`config.mk`:
```
export PLATFORM = sky130hd
export DESIGN_NAME = rom_arb_ctrl
export DESIGN_NICKNAME = d
export VERILOG_FILES = /design/src/rtl/rom_arb_ctrl.sv
export SDC_FILE = /design/constraint.sdc
export NUM_CORES = 1
export LEC_CHECK = 0
export ABC_AREA = 1
export BUFFER_PORTS_ARGS = -buffer_cell sky130_fd_sc_hd__buf_2
export CORE_ASPECT_RATIO = 0.7
export CORE_MARGIN = 4
export CORE_UTILIZATION = 39
export CTS_BUF_LIST = sky130_fd_sc_hd__clkbuf_8
export DETAILED_ROUTE_END_ITERATION = 8
export GPL_ROUTABILITY_DRIVEN = 0
export GPL_TIMING_DRIVEN = 0
export SLEW_MARGIN = 15
export SYNTH_ARGS = -nofsm -noshare
export SYNTH_HDL_FRONTEND = slang
export SYNTH_SLANG_ARGS = --single-unit
```
`constraint.sdc`:
```
create_clock -name clk -period 1.8 [get_ports clk]
set_input_delay 0.18 -clock clk [delete_from_list [all_inputs] [get_ports clk]]
set_output_delay 0.18 -clock clk [all_outputs]
set_load 0.03 [all_outputs]
```
`src/rtl/rom_arb_ctrl.sv`:
```
// rom_arb_ctrl: arbitrates two byte-read requesters (A = CPU, B = ROM-to-DRAM
// copier) onto a shared ROM built from two 8K halves. Each access is a fixed
// sequence IDLE -> ISSUE -> WAIT (ROM_LAT cycles) -> CAPTURE -> IDLE.
//
// Configuration macro: ROM_ARB_RR_EN
//   defined   -> round-robin between A and B on simultaneous requests
//   undefined -> fixed priority, A wins ties (default build)
//
// Parameter:
//   ROM_LAT   ROM read latency in clk cycles (legal 1..4)
//
// Ports:
//   clk, reset           clock, synchronous active-high reset
//   a_req/a_addr         requester A request + 14-bit byte address
//   a_ack                one-cycle grant acknowledge to A
//   a_rdata/a_valid      read byte for A, valid for one cycle
//   b_*                  same set for requester B
//   rom_ad               13-bit address into the selected ROM half
//   rom0_ce/rom1_ce      chip enables of the low/high 8K halves
//   rom_oce              ROM output enable
//   rom_dout             shared ROM data bus
//   busy                 high whenever the FSM is not IDLE
//
// All outputs except busy are registered: a value decided in a given state
// becomes visible on the following cycle. So with a request seen in cycle T,
// ack appears in T+1 (state ISSUE), ce in T+2..T+4, oce in T+3..T+4 and
// valid in T+ROM_LAT+3.
module rom_arb_ctrl #(
    parameter int ROM_LAT = 2
) (
    input  logic        clk,
    input  logic        reset,
    input  logic        a_req,
    input  logic [13:0] a_addr,
    output logic        a_ack,
    output logic [7:0]  a_rdata,
    output logic        a_valid,
    input  logic        b_req,
    input  logic [13:0] b_addr,
    output logic        b_ack,
    output logic [7:0]  b_rdata,
    output logic        b_valid,
    output logic [12:0] rom_ad,
    output logic        rom0_ce,
    output logic        rom1_ce,
    output logic        rom_oce,
    input  logic [7:0]  rom_dout,
    output logic        busy
);

    typedef enum logic [1:0] {
        S_IDLE    = 2'd0,
        S_ISSUE   = 2'd1,
        S_WAIT    = 2'd2,
        S_CAPTURE = 2'd3
    } state_t;

    // WAIT lasts ROM_LAT cycles: the counter is loaded with ROM_LAT-1 and the
    // FSM leaves WAIT in the cycle it reads zero.
    localparam logic [2:0] CNT_LOAD = 3'(ROM_LAT - 1);

    state_t      state_q;
    logic [2:0]  cnt_q;
    logic        gnt_b_q;
    logic [13:0] addr_q;
    logic        a_ack_q, b_ack_q;
    logic        a_valid_q, b_valid_q;
    logic [7:0]  a_rdata_q, b_rdata_q;
    logic [12:0] rom_ad_q;
    logic        rom0_ce_q, rom1_ce_q, rom_oce_q;
    logic        pick_b;

`ifdef ROM_ARB_RR_EN
    // 1 when B received the most recent grant.
    logic        last_b_q;

    // On a tie, grant whoever did not win last time.
    assign pick_b = b_req && (!a_req || !last_b_q);
`else
    // Fixed priority: B only wins when A is not asking.
    assign pick_b = b_req && !a_req;
`endif

    always_ff @(posedge clk) begin
        if (reset) begin
            state_q   <= S_IDLE;
            cnt_q     <= 3'd0;
            gnt_b_q   <= 1'b0;
            addr_q    <= 14'd0;
            a_ack_q   <= 1'b0;
            b_ack_q   <= 1'b0;
            a_valid_q <= 1'b0;
            b_valid_q <= 1'b0;
            a_rdata_q <= 8'd0;
            b_rdata_q <= 8'd0;
            rom_ad_q  <= 13'd0;
            rom0_ce_q <= 1'b0;
            rom1_ce_q <= 1'b0;
            rom_oce_q <= 1'b0;
`ifdef ROM_ARB_RR_EN
            last_b_q  <= 1'b1;
`endif
        end else begin
            // ack and valid are single-cycle pulses.
            a_ack_q   <= 1'b0;
            b_ack_q   <= 1'b0;
            a_valid_q <= 1'b0;
            b_valid_q <= 1'b0;

            case (state_q)
                S_IDLE: begin
                    if (a_req || b_req) begin
                        // Address is latched here so later requester changes
                        // cannot disturb the access in flight.
                        gnt_b_q <= pick_b;
                        addr_q  <= pick_b ? b_addr : a_addr;
                        if (pick_b) begin
                            b_ack_q <= 1'b1;
                        end else begin
                            a_ack_q <= 1'b1;
                        end
`ifdef ROM_ARB_RR_EN
                        last_b_q <= pick_b;
`endif
                        state_q <= S_ISSUE;
                    end
                end

                S_ISSUE: begin
                    // rom_ad only changes here, so it holds between accesses.
                    rom_ad_q  <= addr_q[12:0];
                    rom1_ce_q <= addr_q[13];
                    rom0_ce_q <= ~addr_q[13];
                    rom_oce_q <= 1'b0;
                    cnt_q     <= CNT_LOAD;
                    state_q   <= S_WAIT;
                end

                S_WAIT: begin
                    rom_oce_q <= 1'b1;
                    if (cnt_q == 3'd0) begin
                        state_q <= S_CAPTURE;
                    end else begin
                        cnt_q <= cnt_q - 3'd1;
                    end
                end

                S_CAPTURE: begin
                    // ROM data is valid now; only the granted side updates.
                    if (gnt_b_q) begin
                        b_rdata_q <= rom_dout;
                        b_valid_q <= 1'b1;
                    end else begin
                        a_rdata_q <= rom_dout;
                        a_valid_q <= 1'b1;
                    end
                    rom0_ce_q <= 1'b0;
                    rom1_ce_q <= 1'b0;
                    rom_oce_q <= 1'b0;
                    state_q   <= S_IDLE;
                end

                default: begin
                    state_q <= S_IDLE;
                end
            endcase
        end
    end

    assign a_ack   = a_ack_q;
    assign b_ack   = b_ack_q;
    assign a_valid = a_valid_q;
    assign b_valid = b_valid_q;
    assign a_rdata = a_rdata_q;
    assign b_rdata = b_rdata_q;
    assign rom_ad  = rom_ad_q;
    assign rom0_ce = rom0_ce_q;
    assign rom1_ce = rom1_ce_q;
    assign rom_oce = rom_oce_q;
    assign busy    = (state_q != S_IDLE);

endmodule

```
==> results.yml <==
sta:
  setup_ws_ns: 0.165
  max_slew_margin_pct: 68.7
  tightest_slew_ns: 0.470
  fin_setup_tns_ns: 0
  finalCritPeriodShare_pct: 90.8
  setup_viol: 0
  final_max_slew_viol_count: 0
  hold_slack_ns: 0.108
  fin_crit_ns: 1.64
  hold_violations: 0
  clock.fmax_mhz: 612
  rsz0062_at_grt: "false"
  skew_ns: 0.0103
logic_synthesis:
  ys_ff_latch: 56
  synth-simple-area-share_pct: 27.9
  synth_top_family_by_area: "simple AND/OR/NAND/NOR gates"
  synth_warnings: 0
  syn_area_per_cell_sq_um: 7.01
  syn_nets: 388
  synth.largest_area_cell: "dfxtp_1"
  synthMuxAreaShare_pct: 0
  synth_compound_area_share_pct: 11.0
  yosys.area.top_type_share_pct: 46.9
  synth-xor-area-share_pct: 0
  synth_area_leaders: "dfxtp_1, nor2_1, nand2_1"
  synthAdderAreaFrac_pct: 3.66
  synth_seq_area_share_pct: 46.9
  synth_cell_types: 17
  syn_area_sq_um: 2390
  synth_cells: 341
power_and_ir_drop:
  powerDensity_nw_per_um2: 1440
  p_leak_nw: 1.56
  vdd.ir_drop.worst_v: 0.000538
  finalPower_mw: 4.23
clock_network:
  cts_setup_buffers: 0
  cts_resized: 0
  cts_sinks: 56
  cts_tree: "done"
  cts_inserted_buffers: 5
  clockRootBuffer: "clkbuf_8"
  clockBufferDepth: 2
  ctsHoldBuffers: 0
  htree_levels: 2
  insertion_delay_ns: 0.30
  cts.clk_slew.worst_paths_ns: 0.10
min_path:
  hold_path_class: "in2reg"
floorplan:
  die_h_um: 73.5
  coreArea_sq_um: 5840
  start_util_pct: 40.9
  dieArea_sq_um: 7460
  ios: 77
  rows: 23
  dieWidth_um: 102
placed_design:
  dp_hpwl_um: 4420
  port_buffers: 75
  placed_cell_area_sq_um: 2860
  pre_cts_ws_ns: 0.250
cells_and_area:
  ff_latch_area_sq_um: 1120
  finalInstanceArea_sq_um: 2950
  diodes: 0
  nNetsFinal: 470
  fillers: 627
  area_growth_pct: 23.4
  drive_gt1_share_pct: 23.3
  multiInputGateArea_sq_um: 1020
outcome:
  outcome: "finished clean"
worst_setup_path:
  critical_path.max_fanout: 4
  cp_data_required_time_ns: 1.62
  arrival_ns: 1.46
  ff2ff_setup_slack_ns: 0.22
  end_kind: "output pin"
  start_kind: "flop"
  path_class: "reg2out"
detailed_routing:
  drc: 0
  routedWlPerCell_um: 11.5
  drtIter0Drc: 82
  final_antenna_net_count: 0
  avgViaCountPerCell: 4.46
  first_pass_iters: 4
  num_vias: 2226
  routed_wirelength_um: 5730
global_routing:
  track_usage_pct: 15.7
  grt_pass1_wl_um: 9280
  grt_overflow_total: 0
  grt_start_max_net_pins: 19
  grt_pass1_vias: 1999
  antenna_found_initial: 0
job:
  cap_violations: 0
## registers in the layout, indices dropped and copies added (netlist names)
signal / count
a_rdata: 8
state_q: 2
rom1_ce: 1
a_ack: 1
rom_ad: 13
a_valid: 1
b_ack: 1
rom_oce: 1
cnt_q: 3
rom0_ce: 1
b_rdata: 8
b_valid: 1
addr_q: 14
gnt_b_q: 1
## synthesized netlist by cell type
cell type / count
inv_1: 45
nand2_1: 57
o21ai_0: 32
nor3_1: 1
nor2_1: 83
inv_2: 2
buf_2: 6
nor2_4: 3
nor2_2: 1
dfxtp_1: 56
o21ai_2: 1
ha_1: 7
nand3_1: 19
clkinv_1: 1
clkbuf_1: 5
a21oi_1: 19
buf_4: 3
## worst max-delay path, cell delays in order, from the launching register on
cell and delay, ns:
dfxtp_1 0.41, inv_1 0.10, ha_1 0.25, inv_1 0.15
buf_2 0.23
## worst paths after layout
check	startpoint	cells after the start	end
setup / recovery	state_q[0]	4	busy
hold / removal	rom_dout[3]	3	a_rdata[3]
setup reg to reg	state_q[0]	8	addr_q[13]
hold reg to reg	addr_q[12]	2	rom_ad[12]
## stage by stage
step | std cells | utilization, %
global route | 499 | 50.5
floorplan | 341 | -
detailed placement | 491 | 48.9
global placement | 491 | 48.9
CTS | 499 | 50.5
finish | 499 | 50.5
## cell families after synthesis
group / count (synthesis)
AO/OA/AOI/OAI: 52
buffers and inverters: 62
AND/OR/NAND/NOR: 164
adder cells (fa/ha/maj): 7
flip-flops: 56
## area by class of cell
type	count	area share, %
timing repair buffer	75	12.7
clock inverter	3	0.721
tap	75	3.18
multi-input combinational	223	34.5
sequential	56	38.0
clock buffer	5	2.33
inverter	48	6.11
buffer	14	2.42
## cells in the final DEF (no fill, tap or decap)
cell type / netlist / final
clkbuf_1: 5 / 5
inv_1: 45 / 45
nand3_1: 19 / 19
clkinvlp_4: 0 / 1
nor2_4: 3 / 3
clkbuf_8: 0 / 5
inv_2: 2 / 2
ha_1: 7 / 7
dfxtp_1: 56 / 56
inv_6: 0 / 1
buf_4: 3 / 3
o21ai_2: 1 / 1
nor3_1: 1 / 1
o21ai_0: 32 / 32
clkinv_2: 0 / 1
clkinv_1: 1 / 1
nor2_2: 1 / 1
nand2_1: 57 / 57
a21oi_1: 19 / 19
nor2_1: 83 / 83
buf_2: 6 / 81
## per-layer routing
metal	wire length (um)	vias up	GRT usage, %
li1	-	1206	-
met1	2950	969	22.4
met2	2460	46	24.3
met3	273	5	3.51
met4	48	0	3.54
met5	0	-	0
## report_power, final
part / leakage [nW] / internal, mW / total, mW / switching (mW)
Combinational: 1.06 / 0.565 / 1.81 / 1.24
Clock: 0.0445 / 0.277 / 0.684 / 0.407
Sequential: 0.459 / 1.58 / 1.74 / 0.160
Note: power is estimated with default switching activity, not from simulation.
